## src/rtl/tri_itag_alloc.sv

```systemverilog
// In-order age-tag allocator: hands out sequential tags (wrap bit in the MSB),
// retires them oldest first and rewinds the next-tag pointer on flush.
module tri_itag_alloc #(
  parameter int SIZE = 8
) (
  input  logic            clk,
  input  logic            rst_n,
  input  logic            alloc_req,
  output logic            alloc_gnt,
  output logic [SIZE-1:0] alloc_itag,
  input  logic            retire_val,
  input  logic [SIZE-1:0] retire_itag,
  input  logic            flush_val,
  input  logic [SIZE-1:0] flush_itag,
  output logic [SIZE-1:0] oldest_itag,
  output logic [SIZE-1:0] count,
  output logic            empty,
  output logic            full,
  output logic            err
);

  localparam logic [SIZE-1:0] ONE     = {{(SIZE-1){1'b0}}, 1'b1};
  localparam logic [SIZE-1:0] MAX_CNT = {1'b1, {(SIZE-1){1'b0}}};

  logic [SIZE-1:0] r_nxt;
  logic [SIZE-1:0] r_old;
  logic            r_err;

  logic [SIZE-1:0] w_count;
  logic            w_empty;
  logic            w_full;
  logic            w_gnt;
  logic            w_ret_ok;
  logic            w_ret_bad;
  logic [SIZE-1:0] w_flush_off;
  logic            w_flush_ok;
  logic            w_flush_bad;
  logic [SIZE-1:0] w_nxt_d;
  logic [SIZE-1:0] w_old_d;
  logic            w_err_d;

  // Occupancy never exceeds half the tag space, so the modular difference is exact.
  assign w_count = r_nxt - r_old;
  assign w_empty = (w_count == '0);
  assign w_full  = (w_count == MAX_CNT);

  // Handshake: a tag is consumed only in a cycle where alloc_req and alloc_gnt
  // are both high; alloc_itag is the granted tag in that same cycle.
  assign w_gnt = alloc_req & ~w_full & ~flush_val & rst_n;

  assign w_ret_ok  = retire_val & ~w_empty & (retire_itag == r_old);
  assign w_ret_bad = retire_val & ~w_ret_ok;

  // A flush may land anywhere from the oldest tag up to the next tag (no-op).
  assign w_flush_off = flush_itag - r_old;
  assign w_flush_ok  = flush_val & (w_flush_off <= w_count);
  assign w_flush_bad = flush_val & ~w_flush_ok;

  always_comb begin
    w_nxt_d = r_nxt;
    w_old_d = r_old;
    w_err_d = r_err | w_ret_bad | w_flush_bad;
    if (w_ret_ok) begin
      w_old_d = r_old + ONE;
    end
    if (w_flush_ok) begin
      // Flushing the tag that retires this cycle keeps it committed.
      if (w_ret_ok && (flush_itag == r_old)) begin
        w_nxt_d = r_old + ONE;
      end else begin
        w_nxt_d = flush_itag;
      end
    end else if (w_gnt) begin
      w_nxt_d = r_nxt + ONE;
    end
  end

  always_ff @(posedge clk or negedge rst_n) begin
    if (!rst_n) begin
      r_nxt <= '0;
      r_old <= '0;
      r_err <= 1'b0;
    end else begin
      r_nxt <= w_nxt_d;
      r_old <= w_old_d;
      r_err <= w_err_d;
    end
  end

  assign alloc_gnt   = w_gnt;
  assign alloc_itag  = r_nxt;
  assign oldest_itag = r_old;
  assign count       = w_count;
  assign empty       = w_empty;
  assign full        = w_full;
  assign err         = r_err;

endmodule
```

## config.mk

```make
export PLATFORM = sky130hd
export DESIGN_NAME = tri_itag_alloc
export DESIGN_NICKNAME = d
export VERILOG_FILES = /design/src/rtl/tri_itag_alloc.sv
export SDC_FILE = /design/constraint.sdc
export NUM_CORES = 1
export LEC_CHECK = 0
export CORE_MARGIN = 2
export CORE_UTILIZATION = 45
export DETAILED_ROUTE_END_ITERATION = 8
export DONT_BUFFER_PORTS = 1
export SYNTH_ARGS = -nofsm -noshare
export SYNTH_HDL_FRONTEND = slang
export SYNTH_SLANG_ARGS = --single-unit
```

## constraint.sdc

```tcl
create_clock -name clk -period 6.2 [get_ports clk]
set_clock_uncertainty 0.05 [all_clocks]
set_input_delay 0.93 -clock clk [delete_from_list [all_inputs] [get_ports clk]]
set_output_delay 0.93 -clock clk [all_outputs]
set_load 0.05 [all_outputs]
```

# --- After elaboration in Yosys (flattened, before gate mapping) ---
# Cells that the tools add are included.
# W data, S select, Z words.
op_classes:
  muxes: 3
  reduce_logical: 3
  eq_ne: 3
  magnitude_cmp: 1
  n_bitwise: 15
  n_addsub: 4
op_table:
  columns: ["op", "n"]
  rows:
  - ["$mux W8", 3]
  - ["$add A8 B1 Y8 const B", 2]
  - ["$eq A8 B8 Y1", 2]
  - ["$sub A8 B8 Y8", 2]
  - ["$and A1 B1 Y1", 8]
  - ["$eq A8 B8 Y1 const B", 1]
  - ["$le A8 B8 Y1", 1]
  - ["$logic_not A8 Y1", 1]
  - ["$not A1 Y1", 5]
  - ["$or A1 B1 Y1", 2]
  - ["$reduce_bool A2 Y1", 1]
  - ["$logic_and A1 B1 Y1", 1]
totals:
  reg_bits: 17
  output_inout_bits: 28
  word_cells: 32
  in_bits: 21

# --- Longest topological paths before layout ---
# Gate-level depths: netlist of the first run.
depth:
  depth_word: 9
  ltp_mapped: 15
  mapped_depth_nobuf: 15

# --- Worst setup path before layout of the first run ---
# No wires, ideal clock.
synth_timing:
  path_kind: "register to output"
  startpoint: "reg r_nxt[0], in the netlist alloc_itag[0]"
  endpoint: "out alloc_gnt"
  t_arrival_ns: 3.324
  slack_ns: 1.896
  required_ns: 5.220
  stages_incl_launch_ff: 11
  path_buffers: 1
  cell_sequence: "dfrtp_1 -> inv_1 -> ha_1 -> inv_1 -> fa_1 -> a21o_1 -> a21oi_1 -> xnor2_1 -> a2111oi_4 -> buf_6 -> a21oi_2"
synth_via:
  elab_chain_cells: 6
synth_rtl:
  columns: ["item", "line_no", "rtl"]
  rows:
  - ["from (decl)", "25", "logic [SIZE-1:0] r_nxt;"]
  - ["from (signal assigned)", "84", "r_nxt <= w_nxt_d;"]
  - ["$sub A8 B8 Y8", "43", "assign w_count = r_nxt - r_old;"]
  - ["net count[4]", "16", "output logic [SIZE-1:0] count,"]
  - ["$eq A8 B8 Y1", "45", "assign w_full = (w_count == MAX_CNT);"]
  - ["$not A1 Y1", "49", "assign w_gnt = alloc_req & ~w_full & ~flush_val & rst_n;"]
  - ["$and A1 B1 Y1 (3 in series)", "49", null]
  - ["to (decl)", "9", "output logic alloc_gnt,"]
# The timed path passes the listed nets, and every way through them passes these cells.

# --- Worst setup path in the final report of the first run ---
layout_timing:
  startpoint: "reg r_old[0], in the netlist oldest_itag[0]"
  endpoint: "out empty"
layout_via:
  elab_chain_cells: 2
layout_rtl:
  columns: ["item", "line_no", "rtl"]
  rows:
  - ["from (decl)", "26", "logic [SIZE-1:0] r_old;"]
  - ["from (signal assigned)", "85", "r_old <= w_old_d;"]
  - ["$sub A8 B8 Y8", "43", null]
  - ["net count[2]", "16", null]
  - ["$logic_not A8 Y1", "44", "assign w_empty = (w_count == '0);"]
  - ["to (decl)", "17", "output logic empty,"]
# The timed path passes the listed nets, and every way through them passes these cells.

==> impl_metrics.py, run 1 <==
metrics = {
    "critical_path": {
        "r2r-start": "oldest_itag[4]$_DFFE_PN0P_",
        "crit_required_ps": 5220,
        "crit_family": "compound AO/OA/AOI/OAI gates",
        "cp.buffers_inverters": 2,
        "critPathCaptureType": "output pin",
        "r2r_cells": 12,
        "regToRegEndpoint": "alloc_itag[2]$_DFFE_PN0P_",
        "start_kind": "flop",
        "cpMaxStageDelayCell": "a2111oi_4",
        "cp_common_cell": "inv_1",
        "crit_fanout": 12,
        "worstPathCellList": "ha_1 > inv_1 > fa_1 > xnor2_1 > inv_1 > nor4_2 > mux2i_2 > a2111oi_4 > and2_1",
        "cp.arrival_ps": 4070,
        "r2r_setup_slack_ps": 1540,
        "path_depth": 9,
        "crit_path_max_incr_delay_ps": 860,
        "crit_type": "flop to output pin",
    },
    "cts": {
        "ctsResizeCount": 0,
        "cts_hold_buf": 0,
        "cts_root_buf": "clkbuf_8",
        "clk_latency_ps": 260,
        "clockBufferDepth": 2,
        "numClockSinks": 17,
        "cts_buffers": 3,
        "cts_tree": "done",
        "post_cts_buffers": 0,
        "path_clk_slew_ps": 70,
        "ctsHtreeMaxLevel": 1,
    },
    "die": {
        "ios": 49,
        "fp.dieArea_mm2": 0.00514,
        "die_w_um": 71.7,
        "die_y_um": 71.7,
        "rows": 24,
        "start_util_pct": 47.0,
        "core_region_area_mm2": 0.00438,
    },
    "synthesis": {
        "syn_avg_cell_area_um2": 9.08,
        "ys_ff_latch": 17,
        "syn-cell-area_mm2": 0.00206,
        "yosysTopAreaCell": "dfrtp_1",
        "yosys-top-cells-area": "dfrtp_1 (21%), ha_1 (15%), xnor2_1 (11%)",
        "synth_edf_count": 0,
        "ys_types": 46,
        "synthCells": 227,
        "ys_seq_area_share_pct": 20.6,
        "synth_top_area_share_pct": 20.6,
        "synthFlopType": "dfrtp_1",
        "yosys_warnings": 0,
        "syn-num-nets": 274,
        "synthArstFlopShare_pct": 100,
    },
    "finish": {
        "layout-drive-gt1-share_pct": 9.21,
        "nFillCells": 426,
        "seq_area_um2": 425,
        "layout_commonest_cell": "xnor2_1",
        "multi_input_area_mm2": 0.00151,
        "final_cell_mix": "xnor2_1 (26), ha_1 (24), inv_1 (22), mux2i_1 (17), dfrtp_1 (17)",
        "area_growth_pct": 4.43,
        "final_cells": 280,
        "final_nets": 276,
        "diodes": 0,
    },
    "detailed_routing": {
        "ant_nets": 0,
        "vias": 1611,
        "dr.pass1.iters": 4,
        "drt-total-wl_um": 5020,
        "vias_per_cell": 5.75,
        "drt_iter0_markers": 52,
        "drc": 0,
        "wl_per_cell_um": 17.9,
    },
    "power_and_ir_drop": {
        "clockPowerShare_pct": 7.1,
        "p_leak_nw": 0.951,
        "seqPwrFrac_pct": 24.3,
        "power.internal_w": 0.000460,
        "peakVddDrop_mv": 0.185,
        "combPwrFrac_pct": 68.6,
        "powerDensity_mw_per_mm2": 581,
        "p_sw_share_pct": 63.3,
        "switchingPower_w": 0.000792,
    },
    "timing": {
        "period_minus_slack_ps": 5050,
        "setup_viol": 0,
        "slew_violations": 0,
        "tightest_slew_ps": 921,
        "slew_headroom_pct": 38.6,
        "fmax_ghz": 0.198,
        "finalHoldViolations": 0,
        "rsz0062_at_grt": "no",
        "timing.final.ws_setup_ps": 1150,
        "period_share_pct": 81.5,
        "whs_ps": 301,
        "setup-tns-final_ps": 0,
    },
    "outcome": {
        "outcome": "finished, final reports clean",
    },
    "place": {
        "gp_congestion": 0.802,
        "dp_hpwl_um": 4220,
        "placed_cells": 276,
        "place_ws_ps": 1430,
        "io_buffers": 0,
    },
    "global_route": {
        "grt_util_all_layers_pct": 20.8,
        "grt_pass1_vias": 1612,
        "grt_max_degree": 19,
        "antenna_found_initial": 0,
        "overflow": 0,
        "grt_first_pass_wirelength_um": 8260,
    },
    "job": {
        "maxCapViolCount": 0,
    },
    "min_path": {
        "hold_class": "primary input to asynchronous set/reset pin",
    },
}
-- layer usage --
| layer | up-vias | GRT usage (%) | share of wire (%) |
|---|---|---|---|
| met1 | 741 | 28.8 | 46 |
| met5 | - | 0 | 0 |
| li1 | 811 | - | - |
| met2 | 52 | 31.3 | 45 |
| met3 | 7 | 5.49 | 7.5 |
| met4 | 0 | 7.34 | 1.7 |
-- cell type report --
type	count	share of cell area [%]
multi-input cells	181	70.2
flip-flops and latches	17	19.8
inverters	24	4.18
well taps	52	3.02
clock buffers	3	1.92
repair buffers	2	0.697
clock inverters	1	0.232
-- worst max-delay path by stage --
| stage | slack (ps) | startpoint | end |
|---|---|---|---|
| 2_1_floorplan | 1900 | alloc_itag[0]$_DFFE_PN0P_ | alloc_gnt |
| 3_3_place_gp | 1490 | oldest_itag[0]$_DFFE_PN0P_ | full |
| 3_5_place_dp | 1430 | oldest_itag[1]$_DFFE_PN0P_ | empty |
| 4_1_cts | 1150 | oldest_itag[1]$_DFFE_PN0P_ | empty |
| 5_1_grt | 860 | oldest_itag[1]$_DFFE_PN0P_ | full |
| 6_report | 1150 | oldest_itag[0]$_DFFE_PN0P_ | empty |
-- metrics by stage --
stage / total power, W / utilization, % / instance area (µm²)
after floorplan: 0.00100 / - / 2060
after global placement: 0.00116 / 48.1 / 2110
after detailed placement: 0.00116 / 48.1 / 2110
after CTS: 0.00126 / 49.1 / 2150
after global routing: 0.00135 / 49.1 / 2150
final: 0.00125 / 49.1 / 2150
-- flip-flops by register name, summed over array words and instances, names as in the netlist --
signal       flops
alloc_itag       8
err              1
oldest_itag      8
-- synth_stat cells (3+ instances only) --
library cell	instances
nand3_1	3
dfrtp_1	17
o21ai_1	3
and2_1	3
a21oi_1	13
a21o_1	4
nand2_1	11
ha_1	24
xor2_1	13
nand4_1	12
mux2i_1	17
inv_1	22
xnor2_1	26
o21ai_0	4
nor2_1	8
nor2b_1	5
a2111oi_2	3
nand2b_1	4
-- power by group through the flow --
stage	clock network (W)	logic, W	registers (W)
4_1_cts	0.0000897	0.000861	0.000304
3_3_place_gp	0	0.000850	0.000305
3_5_place_dp	0	0.000856	0.000307
5_1_grt	0.0000941	0.000940	0.000312
2_1_floorplan	0	0.000714	0.000289
6_report	0.0000888	0.000859	0.000304
-- worst register-to-register path: stages (launching register included) --
cell and delay, ps:
dfrtp_1 770, inv_1 230, ha_1 420, a21o_1 220, o21ai_0 390, and2_1 570
inv_1 100, ha_1 330, a21oi_1 160, nor2_1 60, a2111oi_0 560, o21ai_1 430
mux2i_1 220
-- cells by family after synthesis --
kind of cell,after synthesis,synth area share (%)
compound gates,41,16.0
xor+xnor,39,16.6
fa+ha+maj,26,16.5
buf+inv,29,6.07
flops,17,20.6
mux,18,8.92
simple gates,57,15.4
(Power assumes the default switching activity.)
==> run 2, diff against run 1 <==
==> constraint.sdc (replaced) <==
create_clock -name clk -period 4.7 [get_ports clk]
set_clock_uncertainty 0.05 [all_clocks]
set_input_delay 0.705 -clock clk [delete_from_list [all_inputs] [get_ports clk]]
set_output_delay 0.705 -clock clk [all_outputs]
set_load 0.05 [all_outputs]
==> impl_metrics.py, run 2 (synthesis results as in run 1) <==
metrics = {
    "global_route": {
        "antenna_found_initial": 0,
        "grt_first_pass_wirelength_um": 8200,
        "grt_util_all_layers_pct": 20.3,
        "overflow": 0,
        "grt_pass1_vias": 1695,
        "grt_max_degree": 19,
    },
    "finish": {
        "area_growth_pct": 11.0,
        "layout-drive-gt1-share_pct": 15.9,
        "diodes": 0,
        "postLayoutCellArea_mm2": 0.00229,
        "final_cell_mix": "xnor2_1 (26), ha_1 (24), inv_1 (22), buf_4 (20)",
        "final_nets": 294,
        "postLayoutCoreUtil_pct": 52.2,
        "layout_commonest_cell": "xnor2_1",
    },
    "critical_path": {
        "crit_family": "compound AO/OA/AOI/OAI gates",
        "critPathCaptureType": "flop",
        "crit_fanout": 8,
        "worstPathCellList": "fa_1 > a21o_1 > a311o_1 > nand3_2 > inv_1 > ha_1 > nand4_1 > a21oi_1 > a2111oi_0 > o21ai_1 > mux2i_1",
        "cp.buffers_inverters": 1,
        "cpMaxStageDelayCell": "dfrtp_1",
        "cp.arrival_ps": 4000,
        "crit_path_max_incr_delay_ps": 640,
        "crit_type": "flop to flop",
        "start_kind": "flop",
        "crit_required_ps": 4760,
    },
    "cts": {
        "numClockSinks": 17,
        "clk_latency_ps": 260,
        "clockBufferDepth": 2,
        "cts_tree": "done",
        "cts_hold_buf": 0,
        "ctsHtreeMaxLevel": 1,
        "post_cts_buffers": 0,
        "cts_root_buf": "clkbuf_8",
        "ctsResizeCount": 0,
        "cts_buffers": 3,
        "path_clk_slew_ps": 80,
    },
    "power_and_ir_drop": {
        "peakVddDrop_mv": 0.264,
        "powerDensity_mw_per_mm2": 749,
        "p_leak_nw": 1.04,
    },
    "detailed_routing": {
        "drc": 0,
        "vias": 1691,
        "wl_per_cell_um": 16.8,
        "met3WireLength_um": 353,
        "route.met2.wl_um": 2280,
        "wl_met1_um": 2350,
        "top_layer_used": "met4",
        "drt-total-wl_um": 5010,
        "vias_per_cell": 5.67,
        "ant_nets": 0,
        "dr.pass1.iters": 4,
        "drt_iter0_markers": 51,
    },
    "timing": {
        "slew_headroom_pct": 42.8,
        "fmax_ghz": 0.254,
        "setup_viol": 0,
        "period_share_pct": 83.8,
        "finalHoldViolations": 0,
        "rsz0062_at_grt": "no",
        "setup-tns-final_ps": 0,
        "tightest_slew_ps": 852,
        "slew_violations": 0,
        "period_minus_slack_ps": 3940,
    },
    "place": {
        "dp_hpwl_um": 4180,
        "io_buffers": 0,
        "gp_congestion": 0.819,
        "place_area_mm2": 0.00224,
    },
    "die": {
        "die_y_um": 71.7,
        "die_w_um": 71.7,
        "start_util_pct": 47.0,
        "rows": 24,
        "fp.dieArea_mm2": 0.00514,
        "core_region_area_mm2": 0.00438,
        "ios": 49,
    },
    "min_path": {
        "hold_class": "primary input to asynchronous set/reset pin",
    },
    "job": {
        "maxCapViolCount": 0,
    },
    "outcome": {
        "outcome": "finished, final reports clean",
    },
}
-- run 2: changes by cell type in the layout (fill, tap and decap cells not counted) --
cell,change
buf_4,+18
-- run 2: power by group --
| group | internal [W] | switching [W] |
|---|---|---|
| logic | 0.000423 | 0.000910 |
| registers | 0.000185 | 0.0000795 |
| clock network | 0.0000590 | 0.0000586 |
| total | 0.000667 | 0.00105 |
-- run 2: routing by layer --
metal  global-route usage (%)  vias up
met1                     27.7      801
met3                     5.20        4
met4                     4.19        0
met5                        0        -
li1                         -      839
met2                     32.5       47
-- run 2: metrics by stage --
stage | setup slack (ps) | power [W] | instances | hold WS (ps)
after floorplan | 500 | 0.00132 | 227 | 359
after global placement | 847 | 0.00160 | 294 | 360
after detailed placement | 746 | 0.00160 | 294 | 360
after CTS | 723 | 0.00172 | 298 | 77.5
after global routing | 555 | 0.00184 | 298 | 74.2
final | 762 | 0.00172 | 298 | 81.8
-- run 2: area by class of cell --
| class | count | area [µm²] |
|---|---|---|
| clock inverter | 1 | 5.00 |
| clock buffer | 3 | 41.3 |
| tap | 52 | 65.1 |
| sequential | 17 | 425 |
| timing repair buffer | 20 | 150 |
| inverter | 24 | 90.1 |
| multi-input combinational | 181 | 1510 |
| fill | 433 | 2100 |
-- run 2: worst register-to-register path, cell delays in order, from the launching register on --
cell and delay (ps):
dfrtp_1 640, fa_1 570, a21o_1 220, a311o_1 360, nand3_2 280, inv_1 80
ha_1 310, nand4_1 90, a21oi_1 60, a2111oi_0 510, o21ai_1 410, mux2i_1 210
-- run 2: final timing paths --
| path | slack [ps] | from | depth (start not counted) | to |
|---|---|---|---|---|
| max | 760 | alloc_itag[1]$_DFFE_PN0P_ | 11 | alloc_itag[7]$_DFFE_PN0P_ |
| min | 80 | rst_n | 0 | oldest_itag[6]$_DFFE_PN0P_ |
| max reg2reg | 760 | alloc_itag[1]$_DFFE_PN0P_ | 11 | alloc_itag[7]$_DFFE_PN0P_ |
| min reg2reg | 620 | oldest_itag[1]$_DFFE_PN0P_ | 2 | oldest_itag[1]$_DFFE_PN0P_ |
| max in group asynchronous | 4450 | rst_n | 0 | err$_DFF_PN0_ |
| min in group clk | 560 | retire_val | 1 | err$_DFF_PN0_ |
==> run 3, diff against run 2 <==
==> constraint.sdc (replaced) <==
create_clock -name clk -period 3.5 [get_ports clk]
set_clock_uncertainty 0.05 [all_clocks]
set_input_delay 0.525 -clock clk [delete_from_list [all_inputs] [get_ports clk]]
set_output_delay 0.525 -clock clk [all_outputs]
set_load 0.05 [all_outputs]
==> impl_metrics.py, run 3 (synthesis results as in run 1) <==
metrics = {
    "timing": {
        "setup-tns-final_ps": 0,
        "fmax_ghz": 0.300,
        "period_minus_slack_ps": 3330,
        "setup_viol": 0,
        "tightest_slew_ps": 799,
        "finalHoldViolations": 0,
        "slew_violations": 0,
        "rsz0062_at_grt": "no",
        "period_share_pct": 95.1,
        "slew_headroom_pct": 46.6,
    },
    "cts": {
        "path_clk_slew_ps": 60,
        "cts_root_buf": "clkbuf_8",
        "clockBufferDepth": 2,
        "ctsHtreeMaxLevel": 1,
        "clk_latency_ps": 250,
        "cts_buffers": 3,
        "cts_tree": "done",
        "numClockSinks": 17,
    },
    "critical_path": {
        "cp_common_cell": "inv_1",
        "worstPathCellList": "inv_1 > ha_1 > inv_1 > fa_1 > a21o_1 > a311o_1 > nand3_2 > a2111oi_4 > buf_4 > a21oi_4",
        "crit_type": "flop to output pin",
        "cpMaxStageDelayCell": "fa_1",
        "crit_required_ps": 2920,
        "cp.buffers_inverters": 3,
        "crit_family": "compound AO/OA/AOI/OAI gates",
        "crit_fanout": 4,
        "cp.arrival_ps": 2750,
        "start_kind": "flop",
        "critPathCaptureType": "output pin",
        "crit_path_max_incr_delay_ps": 420,
    },
    "detailed_routing": {
        "ant_nets": 0,
        "drt-total-wl_um": 5080,
        "drt_iter0_markers": 66,
        "vias_per_cell": 5.40,
        "wl_per_cell_um": 16.4,
        "drc": 0,
        "vias": 1670,
        "dr.pass1.iters": 4,
    },
    "finish": {
        "nFillCells": 430,
        "final_cell_mix": "buf_4 (30), xnor2_1 (24), ha_1 (24), inv_1 (21), mux2i_1 (17)",
        "layout-drive-gt1-share_pct": 26.1,
        "layout_commonest_cell": "buf_4",
        "final_nets": 305,
        "multi_input_area_mm2": 0.00157,
        "seq_area_um2": 435,
        "diodes": 0,
        "area_growth_pct": 18.6,
    },
    "place": {
        "dp_hpwl_um": 4400,
        "gp_congestion": 0.787,
        "io_buffers": 0,
    },
    "die": {
        "die_w_um": 71.7,
        "core_region_area_mm2": 0.00438,
        "die_y_um": 71.7,
        "ios": 49,
        "fp.dieArea_mm2": 0.00514,
        "rows": 24,
        "start_util_pct": 47.0,
    },
    "min_path": {
        "hold_class": "primary input to flop",
    },
    "power_and_ir_drop": {
        "p_leak_nw": 1.11,
        "powerDensity_mw_per_mm2": 1020,
        "peakVddDrop_mv": 0.489,
        "power.total_w": 0.00250,
    },
    "global_route": {
        "antenna_found_initial": 0,
        "grt_pass1_vias": 1717,
        "grt_util_all_layers_pct": 21.1,
        "grt_first_pass_wirelength_um": 8430,
        "grt_max_degree": 18,
        "overflow": 0,
    },
    "outcome": {
        "outcome": "finished, final reports clean",
    },
    "job": {
        "maxCapViolCount": 0,
    },
}
-- run 3: layout make-up --
class	instances	share of cell area, %
Timing Repair Buffer	31	9.62
Inverter	24	3.68
Multi-Input combinational cell	181	64.3
Clock buffer	3	1.69
Tap cell	52	2.66
Clock inverter	1	0.205
Sequential cell	17	17.8
-- run 3: final timing paths --
kind                                       startpoint  slack, ps                         end  cells past startpoint
min in group asynchronous                       rst_n        750  oldest_itag[6]$_DFFE_PN0P_                      1
max reg2reg                 alloc_itag[0]$_DFFE_PN0P_        250   alloc_itag[0]$_DFFE_PN0P_                     15
max in group asynchronous                       rst_n       2100   alloc_itag[0]$_DFFE_PN0P_                      1
min reg2reg                oldest_itag[7]$_DFFE_PN0P_        600  oldest_itag[7]$_DFFE_PN0P_                      1
max                         alloc_itag[0]$_DFFE_PN0P_        170                   alloc_gnt                     10
min                                        retire_val        370               err$_DFF_PN0_                      1
-- run 3: timing repair --
| item | in CTS | in global routing |
|---|---|---|
| buffers inserted | 1 | 0 |
| pin swaps | 1 | 0 |
| endpoints found under the hold margin | 17 | 0 |
| hold buffers | 1 | 0 |
| resized for setup | 2 | 3 |
| endpoints found under the setup margin | 3 | 9 |
-- run 3: worst reg2reg max path: cells and delay by family, from the launching register on --
family | cells | cell delay (ps)
compound gates | 4 | 1100
mux | 1 | 130
fa+ha+maj | 3 | 870
buf+inv | 4 | 350
simple gates | 3 | 230
flops | 1 | 410
-- run 3: per-layer routing --
layer  share of wire, %  vias to the layer above  wire [µm]  GRT usage [%]
met5                  0                        -          0              0
met4               0.24                        0         12           1.89
met3                6.3                        2        320           4.92
met2                 47                       42       2390           35.1
met1                 46                      765       2350           29.1
li1                   -                      861          -              -
-- run 3: power breakdown --
group          internal, W  switching (W)  leakage (nW)
Combinational     0.000716        0.00132         0.886
Sequential        0.000253      0.0000633         0.194
Clock            0.0000789      0.0000671        0.0255
-- run 3: per-stage QoR --
step,worst slack [ps],area [µm²],util (%),hold WS [ps],instances
detailed placement,194,2370,54.0,180,303
global placement,207,2370,54.0,180,303
finish,170,2450,55.8,374,309
floorplan,43.5,2120,-,179,227
global route,21.8,2450,55.8,356,309
CTS,109,2430,55.5,365,309
